$ cat config.mk
export PLATFORM = sky130hd
export DESIGN_NAME = param_queue
export DESIGN_NICKNAME = d
export VERILOG_FILES = /design/src/rtl/param_queue.sv
export SDC_FILE = /design/constraint.sdc
export NUM_CORES = 1
export LEC_CHECK = 0
export CAP_MARGIN = 15
export CORE_MARGIN = 3
export CORE_UTILIZATION = 30
export DETAILED_ROUTE_END_ITERATION = 8
export SETUP_SLACK_MARGIN = 0.1
export SLEW_MARGIN = 30
export SYNTH_ARGS = -nofsm -noshare
export SYNTH_HDL_FRONTEND = slang
export SYNTH_SLANG_ARGS = --single-unit
$ cat constraint.sdc
create_clock -name CLK -period 4.45 [get_ports CLK]
set_input_delay 1.335 -clock CLK [delete_from_list [all_inputs] [get_ports CLK]]
set_output_delay 1.335 -clock CLK [all_outputs]
set_load 0.01 [all_outputs]
$ cat src/rtl/param_queue.sv
// Parametrised circular-buffer FIFO with occupancy flags, reject pulses,
// synchronous flush and selectable registered / first-word-fall-through read.
module param_queue #(
  parameter int unsigned DATA_WIDTH = 10,
  parameter int unsigned ADDR_WIDTH = 3,
  parameter int unsigned AF_THRESH  = 6,
  parameter int unsigned AE_THRESH  = 2,
  parameter int unsigned FWFT       = 0
) (
  input  logic                  CLK,
  input  logic                  Reset,
  input  logic                  Flush,
  input  logic                  Wr_En,
  input  logic [DATA_WIDTH-1:0] DataIn,
  input  logic                  Rd_En,
  output logic [DATA_WIDTH-1:0] DataOut,
  output logic                  Empty,
  output logic                  Full,
  output logic                  Almost_Empty,
  output logic                  Almost_Full,
  output logic                  Overflow,
  output logic                  Underflow,
  output logic [ADDR_WIDTH:0]   Count,
  output logic [ADDR_WIDTH:0]   Front_Addr,
  output logic [ADDR_WIDTH:0]   Back_Addr
);

  localparam int unsigned DEPTH = 1 << ADDR_WIDTH;
  localparam int unsigned PW    = ADDR_WIDTH + 1;
  localparam logic [ADDR_WIDTH:0] AF_C = PW'(AF_THRESH);
  localparam logic [ADDR_WIDTH:0] AE_C = PW'(AE_THRESH);

  logic [ADDR_WIDTH:0]   front_q, front_d;
  logic [ADDR_WIDTH:0]   back_q, back_d;
  logic [ADDR_WIDTH:0]   count_q, count_d;
  logic [DATA_WIDTH-1:0] dout_q, dout_d;
  logic                  ovf_q, ovf_d;
  logic                  udf_q, udf_d;
  logic [DATA_WIDTH-1:0] mem_q [DEPTH];

  logic empty_c, full_c, rd_ok_c, wr_ok_c, wr_take_c;
  logic [DATA_WIDTH-1:0] head_c;

  // Flags come straight from the registered pointers; the wrap bit separates full from empty.
  assign empty_c = (front_q == back_q);
  assign full_c  = (front_q[ADDR_WIDTH] != back_q[ADDR_WIDTH]) &&
                   (front_q[ADDR_WIDTH-1:0] == back_q[ADDR_WIDTH-1:0]);
  assign head_c  = mem_q[front_q[ADDR_WIDTH-1:0]];

  // Accept decisions, next pointers, count, read word and reject pulses.
  always_comb begin
    rd_ok_c   = Rd_En & ~empty_c;
    wr_ok_c   = Wr_En & (~full_c | rd_ok_c);
    wr_take_c = wr_ok_c & ~Flush & ~Reset;
    front_d   = front_q;
    back_d    = back_q;
    count_d   = count_q;
    dout_d    = dout_q;
    ovf_d     = Wr_En & ~wr_ok_c;
    udf_d     = Rd_En & ~rd_ok_c;
    if (Flush) begin
      front_d = '0;
      back_d  = '0;
      count_d = '0;
      ovf_d   = 1'b0;
      udf_d   = 1'b0;
    end else begin
      if (wr_ok_c) back_d = back_q + PW'(1);
      if (rd_ok_c) begin
        front_d = front_q + PW'(1);
        dout_d  = head_c;
      end
      case ({wr_ok_c, rd_ok_c})
        2'b10:   count_d = count_q + PW'(1);
        2'b01:   count_d = count_q - PW'(1);
        default: count_d = count_q;
      endcase
    end
  end

  // Control state with synchronous reset taking priority over everything.
  always_ff @(posedge CLK) begin
    if (Reset) begin
      front_q <= '0;
      back_q  <= '0;
      count_q <= '0;
      dout_q  <= '0;
      ovf_q   <= 1'b0;
      udf_q   <= 1'b0;
    end else begin
      front_q <= front_d;
      back_q  <= back_d;
      count_q <= count_d;
      dout_q  <= dout_d;
      ovf_q   <= ovf_d;
      udf_q   <= udf_d;
    end
  end

  // Storage array; never cleared, read word above is sampled before this write lands.
  always_ff @(posedge CLK) begin
    if (wr_take_c) mem_q[back_q[ADDR_WIDTH-1:0]] <= DataIn;
  end

  // Output decode; FWFT shows the head word directly and forces zero while empty.
  assign DataOut      = (FWFT != 0) ? (empty_c ? '0 : head_c) : dout_q;
  assign Empty        = empty_c;
  assign Full         = full_c;
  assign Almost_Empty = (count_q <= AE_C);
  assign Almost_Full  = (count_q >= AF_C);
  assign Overflow     = ovf_q;
  assign Underflow    = udf_q;
  assign Count        = count_q;
  assign Front_Addr   = front_q;
  assign Back_Addr    = back_q;

endmodule
==> results.sh, run 1 <==
export IMPL_outcome="complete, no violations"
export IMPL_pwr_share_comb_pct=5.6
export IMPL_final_common_cell="edfxtp_1"
export IMPL_clk_path_buf_depth=2
export IMPL_dr_total_vias=2428
export IMPL_worst_setup_path_end_kind="primary output"
export IMPL_grt_pass1_wl_um=13200
export IMPL_cp_start_kind="register"
export IMPL_power_w=0.00190
export IMPL_path_class="reg -> out"
export IMPL_n_antenna_cell=0
export IMPL_wl_um=8330
export IMPL_ios=43
export IMPL_cts_setup_buffers=0
export IMPL_antenna_left=0
export IMPL_place_hpwl_um=5480
export IMPL_core_area_sq_um=14000
export IMPL_rsz0062_at_grt="no"
export IMPL_final_nets=338
export IMPL_area_growth_pct=21.7
export IMPL_syn_num_nets=289
export IMPL_yosysWarnings=0
export IMPL_finalSetupViolations=0
export IMPL_startpoint="Back_Addr[1]$_SDFFE_PP0P_"
export IMPL_drtPass1Iterations=6
export IMPL_path_max_fanout=10
export IMPL_crit_buf_inv=1
export IMPL_period_share_pct=83.8
export IMPL_max_freq_ghz=0.268
export IMPL_yosysSeqAreaShare_pct=66.9
export IMPL_cts_root_buffer="clkbuf_16"
export IMPL_syn_avg_cell_area_sq_um=16.0
export IMPL_clkSinkCount=104
export IMPL_worstPathRequired_ns=3.12
export IMPL_hold_viol_final=0
export IMPL_relSlewSlack_pct=52.3
export IMPL_power_density_nw_per_um2=362
export IMPL_drive_gt1_share_pct=16.7
export IMPL_drv_cap=0
export IMPL_internal_power_w=0.00149
export IMPL_fillers=1322
export IMPL_critPathArrivalTime_ns=2.40
export IMPL_async_reset_ff_share_pct=0
export IMPL_viasPerCell=4.83
export IMPL_ys_flop_type="edfxtp_1"
export IMPL_ys_top_cells_by_area="edfxtp_1 (56%), dfxtp_1 (11%), mux4_2 (10%), mux2i_1 (2.8%), a211oi_1 (2.3%)"
export IMPL_critPathTopFamily="simple AND/OR/NAND/NOR gates"
export IMPL_hold_path_class="reg -> reg"
export IMPL_grt_pass1_vias=2421
export IMPL_cts_resized=0
export IMPL_ctsHoldBuffers=0
export IMPL_p_leak_nw=1.68
export IMPL_cts_tree="done"
export IMPL_grt_max_degree=25
export IMPL_p_seq_share_pct=55.8
export IMPL_clk_pin_slew_ns=0.07
export IMPL_max_stage_delay_ns=0.67
export IMPL_p_sw_w=0.000409
export IMPL_r2r_start="Back_Addr[1]$_SDFFE_PP0P_"
export IMPL_clock_skew_final_ns=0.0103
export IMPL_tns_ns=0
export IMPL_postSynthCellCount=269
export IMPL_antenna_found_initial=0
export IMPL_slew_violations=0
export IMPL_fin_crit_ns=3.73
export IMPL_syn_cell_area_sq_um=4310
export IMPL_synth_edf_count=80
export IMPL_final_cell_mix="edfxtp_1 (80), clkdlybuf4s50_1 (42), nor2_1 (25)"
export IMPL_p_clk_share_pct=38.6
export IMPL_switching_share_pct=21.5
export IMPL_rows=43
export IMPL_avgRoutedWirePerCell_um=16.6
export IMPL_clock_latency_ns=0.34
export IMPL_irDropWorstVdd_v=0.000200
export IMPL_tightest_slew_ns=0.710
export IMPL_drc=0
export IMPL_gp_congestion=0.782
export IMPL_netlist_area_leader_share_pct=55.7
export IMPL_design_die_area_sq_um=15800
export IMPL_initial_core_util_pct=30.8
export IMPL_die_w_um=126
export IMPL_crit_chain="xor2_2, nor4_1, clkdlybuf4s50_1"
export IMPL_cpMaxStageDelayCell="nor4_1"
export IMPL_io_buffers=42
export IMPL_cts_made_buffers=9
export IMPL_die_h_um=126
export IMPL_grt_util_all_layers_pct=10.8
export IMPL_synth_seq_cells=104
export IMPL_synth_cell_types=39
export IMPL_synth_area_leader_cell="edfxtp_1"
export IMPL_ctsHtreeMaxLevel=3
export IMPL_min_delay_start="DataOut[2]$_SDFFE_PP0P_"
export IMPL_drt_iter0_markers=186
export IMPL_gr_total_overflow=0
==> path summary, 6_finish.rpt <==
check	cells past startpoint	to	slack [ns]
max	3	Empty	0.72
min	2	DataOut[2]$_SDFFE_PP0P_	0.50
max reg2reg	9	Count[2]$_SDFFE_PP0P_	1.58
min reg2reg	2	DataOut[2]$_SDFFE_PP0P_	0.50
==> routing by layer <==
layer  vias to the layer above  part of all wire [%]  wire (um)  GRT usage [%]
met2                        80                    46       3870           16.8
met1                      1196                    47       3950           15.1
met5                         -                     0          0              0
met4                         0                   1.4        116           3.85
li1                       1140                     -          -              -
met3                        12                   4.8        397           2.21
==> state kept, by name, indices dropped and copies added, names as in the netlist <==
| signal | flops |
|---|---|
| Count | 4 |
| Overflow | 1 |
| Back_Addr | 4 |
| Front_Addr | 4 |
| DataOut | 10 |
| mem_q | 80 |
| Underflow | 1 |
==> tightest hold or removal path, delay by kind of cell (launching register included) <==
kind,cells,cell delay (ns)
AO/OA/AOI/OAI,1,0.05
flip-flops,1,0.31
AND/OR/NAND/NOR,1,0.09
==> per-stage QoR <==
| stage | worst slack [ns] | instances | instance area [sq um] | hold slack, ns | utilization [%] |
|---|---|---|---|---|---|
| global route | 0.596 | 503 | 5240 | 0.526 | 37.5 |
| detailed placement | 0.731 | 487 | 4960 | 0.492 | 35.5 |
| global placement | 0.836 | 487 | 4960 | 0.493 | 35.5 |
| floorplan | 1.25 | 269 | 4310 | 0.513 | - |
| finish | 0.719 | 503 | 5240 | 0.496 | 37.5 |
| CTS | 0.721 | 503 | 5240 | 0.502 | 37.5 |
==> final cells by class <==
type | count | area (sq um) | area share, %
sequential | 104 | 2880 | 55.0
inverter | 6 | 22.5 | 0.429
clock inverter | 6 | 52.6 | 1.00
tap | 180 | 225 | 4.29
timing repair buffer | 55 | 518 | 9.88
clock buffer | 10 | 229 | 4.37
multi-input combinational | 142 | 1310 | 25.1
==> synth_stat cells, types with 3 or more instances <==
| library cell | number |
|---|---|
| ha_1 | 4 |
| nor2_1 | 25 |
| a21oi_1 | 5 |
| o211ai_1 | 3 |
| edfxtp_1 | 80 |
| o21ai_0 | 4 |
| a211oi_1 | 13 |
| nand2b_1 | 3 |
| clkbuf_1 | 10 |
| mux4_2 | 20 |
| nor3_1 | 5 |
| nand3_1 | 5 |
| inv_1 | 6 |
| xnor2_1 | 4 |
| buf_6 | 3 |
| buf_2 | 4 |
| mux2i_1 | 12 |
| or3_1 | 4 |
| dfxtp_1 | 24 |
| nand2_1 | 7 |
| xor2_1 | 6 |
==> kinds of logic after synthesis <==
group                      share of synthesized area (%)
xor gates and xnor gates                            2.79
buffers and inverters                               2.64
AOI/OAI and AO/OA                                   6.59
adders and majority gates                           1.63
and+or+nand+nor                                     5.89
DFF                                                 66.9
muxes                                               13.6
==> power groups by stage <==
stage | combinational (W) | clock, W | sequential, W
after floorplan | 0.0000579 | 0 | 0.00108
after global placement | 0.000105 | 0 | 0.00108
after detailed placement | 0.000108 | 0 | 0.00108
after CTS | 0.000108 | 0.000754 | 0.00106
after global routing | 0.000117 | 0.000793 | 0.00106
final | 0.000107 | 0.000734 | 0.00106
No activity file was read; power rests on OpenSTA's default activity.
==> run 2: changes to the inputs <==
clock period = 3.5 ns   (was 4.45 ns; I/O delays follow)
==> results.sh, run 2 (synthesis results as in run 1) <==
export IMPL_drt_iter0_markers=169
export IMPL_rsz0062_at_grt="no"
export IMPL_gp_congestion=0.769
export IMPL_irDropWorstVdd_v=0.000219
export IMPL_grt_max_degree=25
export IMPL_path_max_fanout=8
export IMPL_ctsHtreeMaxLevel=3
export IMPL_area_growth_pct=23.6
export IMPL_rows=43
export IMPL_worst_setup_path_end_kind="primary output"
export IMPL_cts_tree="done"
export IMPL_min_delay_start="DataOut[8]$_SDFFE_PP0P_"
export IMPL_dr_total_vias=2423
export IMPL_die_h_um=126
export IMPL_path_class="reg -> out"
export IMPL_dp_slack_ns=0.285
export IMPL_finalSetupViolations=0
export IMPL_outcome="complete, no violations"
export IMPL_clk_path_buf_depth=2
export IMPL_reg2reg_to="Count[2]$_SDFFE_PP0P_"
export IMPL_final_common_cell="edfxtp_1"
export IMPL_grt_util_all_layers_pct=11.1
export IMPL_initial_core_util_pct=30.8
export IMPL_stdcell_count=506
export IMPL_drive_gt1_share_pct=18.4
export IMPL_cts_root_buffer="clkbuf_16"
export IMPL_p_leak_nw=1.73
export IMPL_ctsHoldBuffers=0
export IMPL_wl_um=8430
export IMPL_multi_input_area_sq_um=1310
export IMPL_min_path_cells=2
export IMPL_tightest_slew_ns=0.567
export IMPL_antenna_found_initial=0
export IMPL_seq_area_sq_um=2890
export IMPL_avgRoutedWirePerCell_um=16.7
export IMPL_clk_pin_slew_ns=0.08
export IMPL_max_stage_delay_ns=0.55
export IMPL_hold_viol_final=0
export IMPL_period_share_pct=93.3
export IMPL_core_area_sq_um=14000
export IMPL_largest_reg_flops=80
export IMPL_clock_skew_final_ns=0.00822
export IMPL_clock_latency_ns=0.34
export IMPL_reg2reg_setup_slack_ns=0.74
export IMPL_worstPathRequired_ns=2.45
export IMPL_drv_cap=0
export IMPL_setup_ws_ns=0.236
export IMPL_drc=0
export IMPL_grt_pass1_wl_um=13600
export IMPL_max_freq_ghz=0.306
export IMPL_critPathArrivalTime_ns=2.21
export IMPL_grt_pass1_vias=2533
export IMPL_tns_ns=0
export IMPL_fillers=1322
export IMPL_final_cell_mix="edfxtp_1 (80), clkdlybuf4s50_1 (42), nor2_1 (25)"
export IMPL_viasPerCell=4.79
export IMPL_slew_violations=0
export IMPL_cp_start_kind="register"
export IMPL_fin_crit_ns=3.26
export IMPL_drtPass1Iterations=4
export IMPL_gr_total_overflow=0
export IMPL_cts_made_buffers=9
export IMPL_relSlewSlack_pct=62.1
export IMPL_design_die_area_sq_um=15800
export IMPL_r2r_cells=9
export IMPL_antenna_left=0
export IMPL_ios=43
export IMPL_cpMaxStageDelayCell="clkdlybuf4s50_1"
export IMPL_die_w_um=126
export IMPL_r2r_start="Back_Addr[0]$_SDFFE_PP0P_"
export IMPL_place_hpwl_um=5590
export IMPL_io_buffers=42
export IMPL_placed_cells=490
export IMPL_clkSinkCount=104
export IMPL_hold_path_end="DataOut[8]$_SDFFE_PP0P_"
export IMPL_crit_chain="xor2_2, or3_1, nor2_1, clkdlybuf4s50_1"
export IMPL_n_antenna_cell=0
export IMPL_cts_setup_buffers=0
export IMPL_power_density_nw_per_um2=489
export IMPL_final_nets=341
export IMPL_hold_path_class="reg -> reg"
-- run 2: cell count changes in the layout (fill, tap and decap cells not counted), sizes merged --
cell      change
inv           +1
bufinv        +2
clkinvlp      -2
buf           +3
clkbuf        -1
-- run 2: through the flow --
| step | total power, W | hold WS, ns | area [sq um] | util [%] |
|---|---|---|---|---|
| 2_1_floorplan | 0.00145 | 0.513 | 4310 | - |
| 3_3_place_gp | 0.00151 | 0.493 | 4980 | 35.6 |
| 3_5_place_dp | 0.00152 | 0.496 | 4980 | 35.6 |
| 4_1_cts | 0.00263 | 0.506 | 5320 | 38.1 |
| 5_1_grt | 0.00269 | 0.530 | 5330 | 38.1 |
| 6_report | 0.00260 | 0.499 | 5330 | 38.1 |
-- run 2: cell type report --
class | count | area share (%)
Timing Repair Buffer | 58 | 10.1
Inverter | 6 | 0.423
Sequential cell | 104 | 54.2
Tap cell | 180 | 4.23
Clock buffer | 9 | 4.23
Clock inverter | 7 | 2.14
Multi-Input combinational cell | 142 | 24.7
-- run 2: where the power goes --
part | leakage (nW) | internal (W) | total (W) | switching, W
registers | 0.916 | 0.00134 | 0.00135 | 0.00000840
clock network | 0.165 | 0.000645 | 0.00112 | 0.000471
logic | 0.648 | 0.0000683 | 0.000141 | 0.0000730
total | 1.73 | 0.00205 | 0.00260 | 0.000552
-- run 2: worst max-delay path by stage --
stage                             to  cells past startpoint                      start  slack (ns)
5_1_grt                         Full                      4  Back_Addr[0]$_SDFFE_PP0P_        0.15
2_1_floorplan  mem_q[0][0]$_DFFE_PP_                      5                      Rd_En        0.59
4_1_cts                         Full                      4  Back_Addr[1]$_SDFFE_PP0P_        0.13
3_5_place_dp   Count[2]$_SDFFE_PP0P_                      8                      Rd_En        0.29
6_report                        Full                      4  Back_Addr[0]$_SDFFE_PP0P_        0.24
3_3_place_gp   Count[2]$_SDFFE_PP0P_                      8                      Rd_En        0.37
-- run 2: metal layers --
metal | global-route usage, % | routed length, um
met5 | 0 | 0
met4 | 4.04 | 80
met3 | 2.33 | 331
met2 | 18.4 | 4210
met1 | 14.4 | 3810
-- run 2: worst max-delay path: cells and delay by family, from the launching register on --
family                    cells  cell delay [ns]
buffers and inverters         1             0.55
xor gates and xnor gates      1             0.17
and+or+nand+nor               2             0.68
DFF                           1             0.49
-- run 2: repair_timing --
action                                  in CTS  in global routing
gates resized for setup                      0                  2
endpoints found under the hold margin        0                  0
endpoints found under the setup margin       0                  1
